### src/rtl/wishbone_arbiter_2m.sv
// Two-master Wishbone arbiter: alternating priority on ties, combinational pass-through
// for the owner, and a strobe-timeout that aborts a cycle the slave never acknowledges.
module wishbone_arbiter_2m #(
  parameter int ADDR_WIDTH = 10,
  parameter int TIMEOUT    = 15
) (
  input  logic                  i_clk,
  input  logic                  i_rst_n,
  // master 0: instruction fetch
  input  logic                  i_m0_cyc,
  input  logic                  i_m0_stb,
  input  logic                  i_m0_we,
  input  logic [ADDR_WIDTH-1:0] i_m0_addr,
  input  logic [31:0]           i_m0_data,
  input  logic [3:0]            i_m0_sel,
  output logic                  o_m0_ack,
  output logic                  o_m0_err,
  output logic                  o_m0_stall,
  output logic [31:0]           o_m0_data,
  // master 1: load/store
  input  logic                  i_m1_cyc,
  input  logic                  i_m1_stb,
  input  logic                  i_m1_we,
  input  logic [ADDR_WIDTH-1:0] i_m1_addr,
  input  logic [31:0]           i_m1_data,
  input  logic [3:0]            i_m1_sel,
  output logic                  o_m1_ack,
  output logic                  o_m1_err,
  output logic                  o_m1_stall,
  output logic [31:0]           o_m1_data,
  // slave side
  output logic                  o_s_cyc,
  output logic                  o_s_stb,
  output logic                  o_s_we,
  output logic [ADDR_WIDTH-1:0] o_s_addr,
  output logic [31:0]           o_s_data,
  output logic [3:0]            o_s_sel,
  input  logic                  i_s_ack,
  input  logic                  i_s_stall,
  input  logic [31:0]           i_s_data,
  output logic [1:0]            o_grant
);

  localparam int CW = ($clog2(TIMEOUT + 1) > 4) ? $clog2(TIMEOUT + 1) : 4;
  localparam logic [CW-1:0] TIMEOUT_C = CW'(TIMEOUT);

  typedef enum logic [1:0] {
    IDLE   = 2'd0,
    OWN_M0 = 2'd1,
    OWN_M1 = 2'd2
  } state_t;

  state_t                state_q, state_d;
  logic                  last_grant_q, last_grant_d;
  logic [CW-1:0]         cnt_q, cnt_d;
  logic                  we_q;
  logic [ADDR_WIDTH-1:0] addr_q;
  logic [31:0]           wdata_q;
  logic [3:0]            sel_q;

  logic [1:0]            m_cyc, m_stb, m_we;
  logic [ADDR_WIDTH-1:0] m_addr  [2];
  logic [31:0]           m_wdata [2];
  logic [3:0]            m_sel   [2];
  logic [1:0]            m_ack, m_err, m_stall;
  logic [31:0]           m_rdata [2];

  logic own_any;
  logic sel_m;
  logic timeout_fire;

  assign m_cyc      = {i_m1_cyc, i_m0_cyc};
  assign m_stb      = {i_m1_stb, i_m0_stb};
  assign m_we       = {i_m1_we,  i_m0_we};
  assign m_addr[0]  = i_m0_addr;
  assign m_addr[1]  = i_m1_addr;
  assign m_wdata[0] = i_m0_data;
  assign m_wdata[1] = i_m1_data;
  assign m_sel[0]   = i_m0_sel;
  assign m_sel[1]   = i_m1_sel;

  assign own_any = (state_q != IDLE);
  assign sel_m   = (state_q == OWN_M1);
  assign o_grant = {state_q == OWN_M1, state_q == OWN_M0};

  // An ack arriving on the expiry cycle rescues the transfer.
  assign timeout_fire = own_any && (cnt_q >= TIMEOUT_C) && !i_s_ack;

  assign o_s_cyc  = own_any && m_cyc[sel_m] && !timeout_fire;
  assign o_s_stb  = own_any && m_stb[sel_m] && !timeout_fire;
  assign o_s_we   = own_any ? m_we[sel_m]    : we_q;
  assign o_s_addr = own_any ? m_addr[sel_m]  : addr_q;
  assign o_s_data = own_any ? m_wdata[sel_m] : wdata_q;
  assign o_s_sel  = own_any ? m_sel[sel_m]   : sel_q;

  genvar gi;
  generate
    for (gi = 0; gi < 2; gi++) begin : g_master
      assign m_ack[gi]   = o_grant[gi] & i_s_ack;
      assign m_err[gi]   = o_grant[gi] & timeout_fire;
      assign m_stall[gi] = ~o_grant[gi] | i_s_stall;
      assign m_rdata[gi] = o_grant[gi] ? i_s_data : 32'd0;
    end
  endgenerate

  assign o_m0_ack   = m_ack[0];
  assign o_m0_err   = m_err[0];
  assign o_m0_stall = m_stall[0];
  assign o_m0_data  = m_rdata[0];
  assign o_m1_ack   = m_ack[1];
  assign o_m1_err   = m_err[1];
  assign o_m1_stall = m_stall[1];
  assign o_m1_data  = m_rdata[1];

  always_comb begin
    state_d      = state_q;
    last_grant_d = last_grant_q;
    cnt_d        = cnt_q;
    case (state_q)
      IDLE: begin
        cnt_d = '0;
        if (m_cyc[0] && m_cyc[1]) begin
          state_d      = last_grant_q ? OWN_M0 : OWN_M1;
          last_grant_d = ~last_grant_q;
        end else if (m_cyc[0]) begin
          state_d      = OWN_M0;
          last_grant_d = 1'b0;
        end else if (m_cyc[1]) begin
          state_d      = OWN_M1;
          last_grant_d = 1'b1;
        end
      end
      OWN_M0, OWN_M1: begin
        if (!m_cyc[sel_m] || timeout_fire) begin
          state_d = IDLE;
        end
        if (state_d != state_q || i_s_ack) begin
          cnt_d = '0;
        end else if (m_stb[sel_m] && cnt_q < TIMEOUT_C) begin
          cnt_d = cnt_q + CW'(1);
        end
      end
      default: state_d = IDLE;
    endcase
  end

  always_ff @(posedge i_clk or negedge i_rst_n) begin
    if (!i_rst_n) begin
      state_q      <= IDLE;
      last_grant_q <= 1'b1;
      cnt_q        <= '0;
      we_q         <= 1'b0;
      addr_q       <= '0;
      wdata_q      <= '0;
      sel_q        <= '0;
    end else begin
      state_q      <= state_d;
      last_grant_q <= last_grant_d;
      cnt_q        <= cnt_d;
      // Remember what was last driven so the idle bus keeps it stable.
      we_q         <= o_s_we;
      addr_q       <= o_s_addr;
      wdata_q      <= o_s_data;
      sel_q        <= o_s_sel;
    end
  end

endmodule

### config.mk
export PLATFORM = sky130hd
export DESIGN_NAME = wishbone_arbiter_2m
export DESIGN_NICKNAME = d
export VERILOG_FILES = /design/src/rtl/wishbone_arbiter_2m.sv
export SDC_FILE = /design/constraint.sdc
export NUM_CORES = 1
export LEC_CHECK = 0
export CAP_MARGIN = 15
export CORE_UTILIZATION = 30
export CTS_CLUSTER_SIZE = 28
export DETAILED_ROUTE_END_ITERATION = 6
export PLACE_DENSITY = 0.86
export SLEW_MARGIN = 30
export SYNTH_ARGS = -nofsm -noshare
export SYNTH_HDL_FRONTEND = slang
export SYNTH_SLANG_ARGS = --single-unit
### constraint.sdc
create_clock -name i_clk -period 3.2 [get_ports i_clk]
set_input_delay 0.48 -clock i_clk [delete_from_list [all_inputs] [get_ports i_clk]]
set_output_delay 0.48 -clock i_clk [all_outputs]
set_load 0.02 [all_outputs]
==> results.md <==
* ANT nets after route at 0
* Fraction of registers with async set/reset at 100%
* Netlist cell types at 32
* Starting Density at 30.8%
* Worst r2r src: state_q[0]
* Worst reg-to-reg path cell count at 7
* H-Tree Depth at 2
* Synthesis warning total at 0
* DRC at 0
* Wire per inst at 14.7 µm
* Most frequent cells after synthesis: and2_1, dfrtp_1, mux2i_1, nand2_1, o21ai_1
* Layout cells sized above 1 at 3.95%
* RSZ-0062 raised after global routing: false
* Final Hold Fails at 0
* CTS tree: built
* Total track usage at 18.7%
* Worst Tran Pin Value at 0.475 ns
* Clock slew at reported path FFs at 0.10 ns
* Total power at 5.71 mW
* Die height at 105 µm
* CTS Buffer Depth at 2
* First-pass GRT wire length at 16700 µm
* Ant. Diodes at 0
* CTS Hold Bufs at 0
* Setup_tns at 0 ns
* Worst vdd ir at 0.000595 V
* Post-synth top area share at 41.8%
* Yosys top cell by area: dfrtp_1
* R2r endpoint: cnt_q[1]
* Die width at 105 µm
* Starting DRC count in detailed routing at 97
* Final wirelength at 10500 µm
* First-pass detailed-route iteration total at 4
* NumNets Final at 721
* Post-CTS Setup Bufs at 0
* Global route overflow at 0
* Ranking of synthesized cells by area: dfrtp_1, mux2i_1, and2_1, o21ai_1, nand2_1
* Area Overhead vs Synth at 87.5%
* Top-count cell post-synth: and2_1
* Slew Viols, Final at 0
* Detailed-route via count at 3305
* Fmax at 0.349 GHz
* Sequential area share after synthesis at 42.7%
* R2R Setup Slk at 1.20 ns
* MaxCap Viol Count at 0
* Crit share post-route at 89.5%
* Skew final at 0.0106 ns
* Num rows at 37
* Port Buffers at 254
* Clk sinks at 54
* Worst setup EP type: output port
* Mapped Area at 3170 µm²
* CP required at 2.72 ns
* Synth Register Bits at 54
* I/O pin count at 255
* Pwr Density at 961 nW/µm²
* Latest clock arrival within the worst-skew pair at 0.30 ns
* Syn Nets at 479
* Vias in the first global route at 3377
* Synth Instances at 340
* Hpwl dp at 8620 µm
* Core area at 10300 µm²
* # setup viols final at 0
* Post-synth EDFFs at 0
* Outcome: finished, final reports clean
* Root Buffer: clkbuf_8
* Number of cells upsized or downsized after cts at 0
* CP max FO at 54
* Initial antenna violation count at 0
* Die area at 11000 µm²
* Mapped Avg Cell Area at 9.33 µm²
* Worst Hold Class: primary input to async pin
* Vias/cell at 4.60
* Fin crit period at 2.86 ns
* CP Class: flop to output port
* RePlAce Congestion at 0.779
* Crit path DAT at 2.38 ns
* Max_slew headroom at 68.3%
* TritonCTS Buffers at 5
* Leakage power at 2.36 nW
* Fill cells at 885
* Largest net degree at the start of global routing at 61
* Prevailing post-synth register cell: dfrtp_1
* Critical path launch point type: flop
## report_power, final
group	total (mW)	internal (mW)	switching, mW
clock	0.381	0.158	0.223
sequential	1.12	1.01	0.108
combinational	4.21	1.95	2.26
total	5.71	3.12	2.59
## stage by stage
step                      cells  hold WS, ns  util, %  setup WS, ns  instance area (µm²)
after global routing        719        0.154     57.9         0.199                 5950
after global placement      711        0.477     57.0         0.683                 5850
after floorplan             340        0.184        -          1.11                 3170
final                       719        0.123     57.9         0.337                 5950
after detailed placement    711        0.486     57.0         0.685                 5850
after CTS                   719        0.293     57.8         0.327                 5940
## layer usage
layer | track usage (%) | part of all wire [%] | wire length [µm] | up-vias
met5 | 0 | 0 | 0 | -
met4 | 5.43 | 1.5 | 163 | 0
met3 | 3.56 | 4.6 | 486 | 14
met2 | 35.1 | 54 | 5700 | 108
met1 | 21.3 | 40 | 4200 | 1550
li1 | - | - | - | 1633
## layout make-up
type	instances	area, µm²	area share [%]
Clock buffer	6	72.6	1.22
Clock inverter	2	16.3	0.274
Inverter	5	18.8	0.316
Multi-Input combinational cell	256	1680	28.3
Sequential cell	54	1350	22.7
Tap cell	136	170	2.86
Timing Repair Buffer	260	2640	44.3
## how the worst max path moves through the flow
| stage | endpoint | startpoint | cells after the start | slack [ns] |
|---|---|---|---|---|
| 6_report | o_s_sel[1] | state_q[0] | 6 | 0.34 |
| 5_1_grt | o_s_sel[1] | state_q[0] | 6 | 0.20 |
| 4_1_cts | o_s_sel[1] | state_q[0] | 6 | 0.33 |
| 3_5_place_dp | o_m1_err | i_s_ack | 4 | 0.69 |
| 3_3_place_gp | o_s_sel[1] | state_q[0] | 6 | 0.68 |
| 2_1_floorplan | o_s_data[29] | state_q[0] | 7 | 1.11 |
## logic make-up (layout without fill, tap and decap cells)
logic type / after synthesis / after routing / share of synthesized area (%)
buffers and inverters: 30 / 273 / 5.13
adders and majority gates: 5 / 5 / 1.97
and+or+nand+nor: 139 / 139 / 23.0
muxes: 51 / 51 / 16.4
AOI/OAI and AO/OA: 61 / 61 / 10.9
DFF: 54 / 54 / 42.7
## critical path, cell delays in order, from the launching register on
cell and delay (ns):
dfrtp_1 0.44, inv_1 0.20, ha_4 0.20, buf_12 0.24, mux2i_1 0.12, o21ai_1 0.21
clkdlybuf4s50_1 0.66
## sequential cells by signal (all words and copies together), names as in the netlist
signal	cells
addr_q	10
cnt_q	4
last_grant_q	1
sel_q	4
state_q	2
wdata_q	32
we_q	1
## cells in the final DEF (no fill, tap or decap), drive strengths merged, types with 2 or more instances in the layout
| master | instances |
|---|---|
| clkdlybuf4s50 | 253 |
| and2 | 66 |
| dfrtp | 53 |
| mux2i | 50 |
| nand2 | 50 |
| o21ai | 49 |
| buf | 7 |
| inv | 6 |
| clkbuf | 6 |
| nor3 | 5 |
| ha | 5 |
| and3 | 4 |
| nor2 | 4 |
| nand2b | 3 |
| nand3 | 3 |
| o22ai | 3 |
| a31oi | 3 |
| nand4 | 2 |
| a21oi | 2 |
(Power assumes the default switching activity.)
